--- config.mk ---
export PLATFORM = sky130hd
export DESIGN_NAME = td4_runctl
export DESIGN_NICKNAME = d
export VERILOG_FILES = /design/src/rtl/td4_runctl.sv
export SDC_FILE = /design/constraint.sdc
export NUM_CORES = 1
export LEC_CHECK = 0
export CORE_UTILIZATION = 48
export CTS_CLUSTER_DIAMETER = 40
export DETAILED_ROUTE_END_ITERATION = 10
export HOLD_SLACK_MARGIN = 0.1
export PLACE_DENSITY = 0.8
export SLEW_MARGIN = 0
export SYNTH_ARGS = -nofsm -noshare
export SYNTH_HDL_FRONTEND = slang
export SYNTH_SLANG_ARGS = --single-unit
--- constraint.sdc ---
create_clock -name clk -period 2.2 [get_ports clk]
set_clock_uncertainty 0.2 [all_clocks]
set_input_delay 0.44 -clock clk [delete_from_list [all_inputs] [get_ports clk]]
set_output_delay 0.44 -clock clk [all_outputs]
set_load 0.1 [all_outputs]
--- src/rtl/td4_runctl.sv ---
// TD4 run controller: HALT/RUN/STEP/LOAD sequencing, CPU clock-enable divider,
// program-write handshake and instruction counter. Breakpoints need TD4_RUNCTL_BP_EN.
module td4_runctl #(
    parameter int unsigned CLK_DIV = 3,
    parameter int unsigned ICNT_W  = 8
) (
    input  logic              clk,
    input  logic              reset,
    input  logic              run_req,
    input  logic              step_req,
    input  logic              halt_req,
    input  logic [3:0]        pc,
    input  logic              bp_en,
    input  logic [3:0]        bp_addr,
    input  logic              prog_we,
    input  logic [3:0]        prog_addr,
    input  logic [7:0]        prog_data,
    output logic              prog_ack,
    output logic              mem_we,
    output logic [3:0]        mem_waddr,
    output logic [7:0]        mem_wdata,
    output logic              cpu_en,
    output logic [1:0]        state,
    output logic              bp_hit,
    output logic [ICNT_W-1:0] icount
);

    localparam int unsigned DIV_W = 16;
    localparam logic [DIV_W-1:0] DIV_MAX = DIV_W'(CLK_DIV);

    typedef enum logic [1:0] {
        ST_HALT = 2'b00,
        ST_RUN  = 2'b01,
        ST_STEP = 2'b10,
        ST_LOAD = 2'b11
    } state_e;

    state_e            state_q, state_d;
    logic [DIV_W-1:0]  div_q, div_d;
    logic              first_q, first_d;
    logic              bp_hit_q, bp_hit_d;
    logic [ICNT_W-1:0] icount_q, icount_d;
    logic [3:0]        waddr_q, waddr_d;
    logic [7:0]        wdata_q, wdata_d;
    logic              mem_we_q, mem_we_d;
    logic              ack_q, ack_d;
    logic              cpu_en_c;
    logic              bp_stop_c;

`ifdef TD4_RUNCTL_BP_EN
    // First tick after entering RUN is exempt so a resume from the breakpoint proceeds.
    assign bp_stop_c = bp_en && (pc == bp_addr) && !first_q;
    assign bp_hit    = bp_hit_q;
`else
    logic unused_bp;
    assign bp_stop_c = 1'b0;
    assign bp_hit    = 1'b0;
    assign unused_bp = ^{bp_en, bp_addr, pc, first_q, bp_hit_q};
`endif

    // State and registered outputs.
    always_ff @(posedge clk or negedge reset) begin
        if (!reset) begin
            state_q  <= ST_HALT;
            div_q    <= '0;
            first_q  <= 1'b0;
            bp_hit_q <= 1'b0;
            icount_q <= '0;
            waddr_q  <= '0;
            wdata_q  <= '0;
            mem_we_q <= 1'b0;
            ack_q    <= 1'b0;
        end else begin
            state_q  <= state_d;
            div_q    <= div_d;
            first_q  <= first_d;
            bp_hit_q <= bp_hit_d;
            icount_q <= icount_d;
            waddr_q  <= waddr_d;
            wdata_q  <= wdata_d;
            mem_we_q <= mem_we_d;
            ack_q    <= ack_d;
        end
    end

    // Next-state logic; cpu_en is combinational so halt_req/breakpoint can veto the current tick.
    always_comb begin
        state_d  = state_q;
        div_d    = div_q;
        first_d  = first_q;
        bp_hit_d = bp_hit_q;
        icount_d = icount_q;
        waddr_d  = waddr_q;
        wdata_d  = wdata_q;
        mem_we_d = 1'b0;
        ack_d    = 1'b0;
        cpu_en_c = 1'b0;

        case (state_q)
            ST_HALT: begin
                if (prog_we) begin
                    state_d  = ST_LOAD;
                    waddr_d  = prog_addr;
                    wdata_d  = prog_data;
                    mem_we_d = 1'b1;
                    ack_d    = 1'b1;
                    icount_d = '0;
                end else if (step_req) begin
                    state_d  = ST_STEP;
                    bp_hit_d = 1'b0;
                end else if (run_req) begin
                    state_d  = ST_RUN;
                    div_d    = '0;
                    first_d  = 1'b1;
                    bp_hit_d = 1'b0;
                end
            end
            ST_LOAD: begin
                state_d = ST_HALT;
            end
            ST_STEP: begin
                cpu_en_c = 1'b1;
                state_d  = ST_HALT;
            end
            ST_RUN: begin
                if (halt_req) begin
                    state_d = ST_HALT;
                    div_d   = '0;
                end else if (div_q == DIV_MAX) begin
                    div_d   = '0;
                    first_d = 1'b0;
                    if (bp_stop_c) begin
                        state_d  = ST_HALT;
                        bp_hit_d = 1'b1;
                    end else begin
                        cpu_en_c = 1'b1;
                    end
                end else begin
                    div_d = div_q + DIV_W'(1);
                end
            end
            default: begin
                state_d = ST_HALT;
            end
        endcase

        if (cpu_en_c) begin
            icount_d = icount_q + ICNT_W'(1);
        end
    end

    assign cpu_en    = cpu_en_c;
    assign state     = state_q;
    assign icount    = icount_q;
    assign mem_we    = mem_we_q;
    assign prog_ack  = ack_q;
    assign mem_waddr = waddr_q;
    assign mem_wdata = wdata_q;

endmodule

**Yosys cells after proc, flatten, opt, wreduce, memory -nomap -nowiden**

Cells that the tools add are included.

- Register bits after elaboration: 39
- Bits of input ports: 27
- Output and inout bits: 26
- Word-level logic and storage cells: 45

- $add $sub $neg: 2
- Equality and inequality tests: 9
- Muxes and demuxes: 19
- Reductions and logical operators: 9

Operators by type and width:

| kind | number |
|---|---|
| 16-bit two-way mux | 5 |
| 16-bit case mux with 2 select lines | 1 |
| 8-bit two-way mux | 3 |
| 16-bit by 1-bit adder with 16-bit output, second input constant | 1 |
| 16-bit by 2-bit == test with 1-bit output, second input constant | 1 |
| 8-bit by 1-bit adder with 8-bit output, second input constant | 1 |
| 2-bit two-way mux | 4 |
| 2-bit != test, second input constant | 4 |
| 2-bit case mux with 3 select lines | 1 |
| 2-bit AND reduction | 3 |
| 2-bit nonzero test | 3 |
| 2-bit == test, second input constant | 2 |
| 1-bit two-way mux | 4 |
| 4-bit != test, second input constant | 1 |
| 4-bit AND reduction | 1 |
| 2-bit by 1-bit == test with 1-bit output, second input constant | 1 |
| 2-bit zero test | 1 |
| 1-bit case mux with 2 select lines | 1 |
| 2-bit OR reduction | 1 |

**Depth between registers and ports, before layout**

- Depth in word-level cells: 6
- Depth in mapped cells: 8
- Mapped depth without buffers: 7

**Worst setup path after synthesis**

Ideal clock, no wire load.

- Path type: register -> output
- Start: register state_q[0] (netlist: state[0])
- End: output cpu_en
- Arrival time: 2.117 ns
- Data required time: 1.560 ns
- Slack: -0.557 ns
- Stages on the path, launching flop included: 6
- Buffers on the path: 1
- Path through: dfrtp_1 -> ha_1 -> nor2b_1 -> nand2_1 -> o21ai_2 -> buf_6

- Cells in the longest elaborated chain, start to end: 2
- Elaborated cells on any way between the ends: 3
- Those cells by class: eq/ne: 2; mux: 1

Ends and longest elaborated chain:

| item | RTL line | source |
|---|---|---|
| start, declared | 38 | `state_e state_q, state_d;` |
| start signal, assigned | 74 | `state_q <= state_d;` |
| 2-bit by 1-bit == test with 1-bit output or 2-bit == test (tied branches) | n/a |  |
| 1-bit case mux with 2 select lines * | 99 | `case (state_q)` |
| end, declared | 22 | `output logic cpu_en,` |

Every way passes the cells marked *; elsewhere a longest branch is shown, timed or not.

**Worst setup path after layout**

- Start: register div_q[15]
- End: output cpu_en

- Cells in the longest elaborated chain, start to end: 4

Ends and longest elaborated chain:

| item | RTL line | source |
|---|---|---|
| start, declared | 39 | `logic [DIV_W-1:0] div_q, div_d;` |
| start signal, assigned | 75 | `div_q <= div_d;` |
| 16-bit by 2-bit == test with 1-bit output | 129 | `end else if (div_q == DIV_MAX) begin` |
| 1-bit two-way mux | 129 |  |
| 1-bit two-way mux | 126 | `if (halt_req) begin` |
| 1-bit case mux with 2 select lines | 99 |  |

No other way between the ends.

==> impl_metrics.csv <==
group,metric,value,unit
power,vdd_drop_max,1.316,mV
critical_path,cp_max_fo,2,
timing,period_share,103.5,%
placement,gp_congestion,0.8236,
synth,synth_seq_cells,39,
floorplan,rows,22,
power,sw_frac_of_total,52.33,%
synth,synth_xor_area_share,5.419,%
power,p_clk_share,14.6,%
synth,synth_fa_ha_area_share,3.226,%
synth,synth_compound_area_share,8.000,%
outcome,status,"finished with violations",
final_layout,nets,282,
clocking,clock-root-buffer,"clkbuf_8",
synth,synth_top_area_share,50.32,%
power,power_switching,2.120,mW
power,leakage,1.290,nW
drt,ant_nets,0,
synth,netlist_area,1939,µm²
placement,port_buffers,42,
floorplan,fp.dieW,65.57,µm
clocking,clock-sinks,39,
clocking,cts_tree,"done",
timing,max_freq,439.1,MHz
final_layout,layout.cells.non_filler,299,
placement,pre_cts_slack,0.01395,ns
critical_path,crit_path_start_kind,"flip-flop",
hold_path,hp-class,"flip-flop to flip-flop",
critical_path,rrSetupSlack,0.09,ns
floorplan,die_h,65.57,µm
hold_path,holdPathStages,1,
synth,synthTopCellsByArea,"dfrtp_1, mux2_2, xor2_1",
final_layout,fillers,261,
critical_path,crit_required,1.56,ns
outcome,violations,"setup timing",
global_route,grt_overflow,0,
timing,fin_setup_tns,-0.07718,ns
final_layout,num_antenna_cells,0,
synth,synthCells,183,
timing,setup_viol,1,
global_route,grt_pass1_vias,1575,
final_layout,areaGrowthSynthToFinish,44.58,%
global_route,grt_max_degree,17,
clocking,path_clk_slew,0.08,ns
timing,setup_ws,-0.07718,ns
synth,synth_top_cell_by_area,"dfrtp_1",
critical_path,r2r-start,"div_q[15]",
global_route,grt_pass1_wl,7107,µm
synth,synth-simple-area-share,19.68,%
final_layout,final_util,74.35,%
power,p_per_area,1445,nW/µm²
clocking,clkLatencyLatePin,0.29,ns
placement,placed_cells,282,
drt,totalWireLength,4414,µm
drt,drt-initial-drc-count,167,
synth,ys_types,41,
hold_path,hold_start,"mem_waddr[1]",
synth,seq_area_frac_synth,50.32,%
power,power.share.combinational,60.5,%
drt,drt_drc_violations_left,0,
placement,hpwl,3018,µm
final_layout,drive_gt1_share,36.25,%
floorplan,io_pins,53,
timing,rsz0062_at_grt,"true",
drt,avgRoutedWirePerCell,14.76,µm
final_layout,final_cell_mix,"buf_4, dfrtp_1, nor2_1",
global_route,antenna_found_initial,0,
clocking,h-tree-depth,2,
synth,synth_top_family_by_area,"simple AND/OR/NAND/NOR gates",
flow_run,max-cap-violations,0,
drt,viasPerCell,5.452,
timing,hold_viol,0,
critical_path,cp-end-kind,"output pin",
floorplan,fp.dieArea,4299,µm²
floorplan,start_util,51.43,%
synth,yosys_warnings,0,
critical_path,r2r_cells,6,
clocking,cts_buffer_depth,2,
clocking,cts_buffers,5,
final_layout,layout_commonest_cell,"buf_4",
hold_path,holdPathEnd,"mem_waddr[1]",
power,seqPwrFrac,25.0,%
floorplan,core,3771,µm²
critical_path,crit_arrival,1.64,ns
global_route,grt_usage,22.55,%
timing,period_needed,2.277,ns
critical_path,r2r_end,"icount[5]",
drt,drt_first_pass_iters,4,
synth,synthMuxAreaShare,9.613,%
drt,num_vias,1630,
power,p_int,1.932,mW
timing,drv_slew,0,
critical_path,critPathKind,"flip-flop to output pin",
synth,syn_area_per_cell,10.60,µm²
synth,syn_nets,215,
power,total_power,4.052,mW
==> power groups by stage <==
stage / Clock (mW) / Sequential [mW] / Combinational (mW)
final: 0.590 / 1.01 / 2.45
after CTS: 0.604 / 1.01 / 2.42
after detailed placement: 0 / 1.03 / 2.31
after global placement: 0 / 1.02 / 2.30
after global routing: 0.634 / 1.03 / 2.55
after floorplan: 0 / 2.13 / 0.619
==> worst max-delay path: stages, from the launching register on <==
cell and delay (ns):
dfrtp_1 0.41, nor4_2 0.35, nand4_2 0.19, o21ai_4 0.21
buf_12 0.20
==> stage by stage <==
| step | cell area (µm²) | hold slack [ns] |
|---|---|---|
| floorplan | 1956 | -0.05559 |
| global placement | 2539 | 0.1378 |
| detailed placement | 2539 | 0.1376 |
| CTS | 2776 | 0.3133 |
| global route | 2804 | 0.3376 |
| finish | 2804 | 0.3092 |
==> repair_timing <==
item	CTS	global route
hold endpoints to repair	11	0
buffers inserted	8	0
resized for setup	11	5
cloned	0	0
hold buffers	1	0
endpoints found under the setup margin	1	14
pin swaps	5	0
==> layout make-up <==
type / count / area [µm²] / share of cell area (%)
flip-flops and latches: 39 / 987.2 / 35.21
well taps: 48 / 60.06 / 2.142
clock inverters: 3 / 43.79 / 1.562
repair buffers: 66 / 635.6 / 22.67
multi-input cells: 130 / 975.9 / 34.81
inverters: 8 / 32.53 / 1.160
clock buffers: 5 / 68.82 / 2.454
==> worst max path at each step <==
| stage | end | start | slack [ns] |
|---|---|---|---|
| 3_5_place_dp | div_q[12] | step_req | 0.01 |
| 2_1_floorplan | cpu_en | state[1] | -0.14 |
| 3_3_place_gp | div_q[4] | step_req | 0.003 |
| 4_1_cts | cpu_en | div_q[8] | -0.05 |
| 6_report | cpu_en | div_q[15] | -0.08 |
| 5_1_grt | cpu_en | div_q[1] | -0.15 |
==> synth_stat cells <==
cell      count
buf_6         1
buf_2         1
a221o_1       1
o21ai_2       1
nand2_1      17
mux2_2       13
nand3_1       9
a31oi_1       1
a21o_1        1
xnor2_1       3
nor3b_1       1
nor4_4        1
conb_1        1
o211a_1       1
nor4_2        1
dfrtp_1      39
nor2_2        1
nand4_1       7
nor3_1        5
a21oi_1       8
a22o_1        1
nor2_1       17
o21ai_0       5
a31o_2        1
o21bai_1      1
nor4b_1       1
and3_1        5
mux2i_1       4
xor2_1        9
nor2b_1       2
clkbuf_1      2
nor4b_2       1
nand4_2       1
o22ai_1       1
nor4_1        1
o21a_1        1
inv_1         8
nand2b_1      1
buf_4         2
ha_1          5
o22a_1        1
==> cell families (layout without fill, tap and decap cells) <==
| kind of cell | count (synthesis) | count (layout) |
|---|---|---|
| buffers and inverters | 14 | 82 |
| AOI/OAI and AO/OA | 24 | 24 |
| and+or+nand+nor | 71 | 71 |
| other | 1 | 1 |
| DFF | 39 | 39 |
| adders and majority gates | 5 | 5 |
| muxes | 17 | 17 |
| xor gates and xnor gates | 12 | 12 |
==> metal layers <==
layer  GRT usage, %  share of wire (%)
met4          8.967                2.1
met5              0                  0
met2          36.08                 50
met1          27.09                 42
met3          8.854                6.2
==> state kept, by name, summed over array words and instances (netlist names) <==
register   count
div_q         16
icount         8
mem_wdata      8
mem_waddr      4
state          2
prog_ack       1
Note: power is estimated with default switching activity, not from simulation.
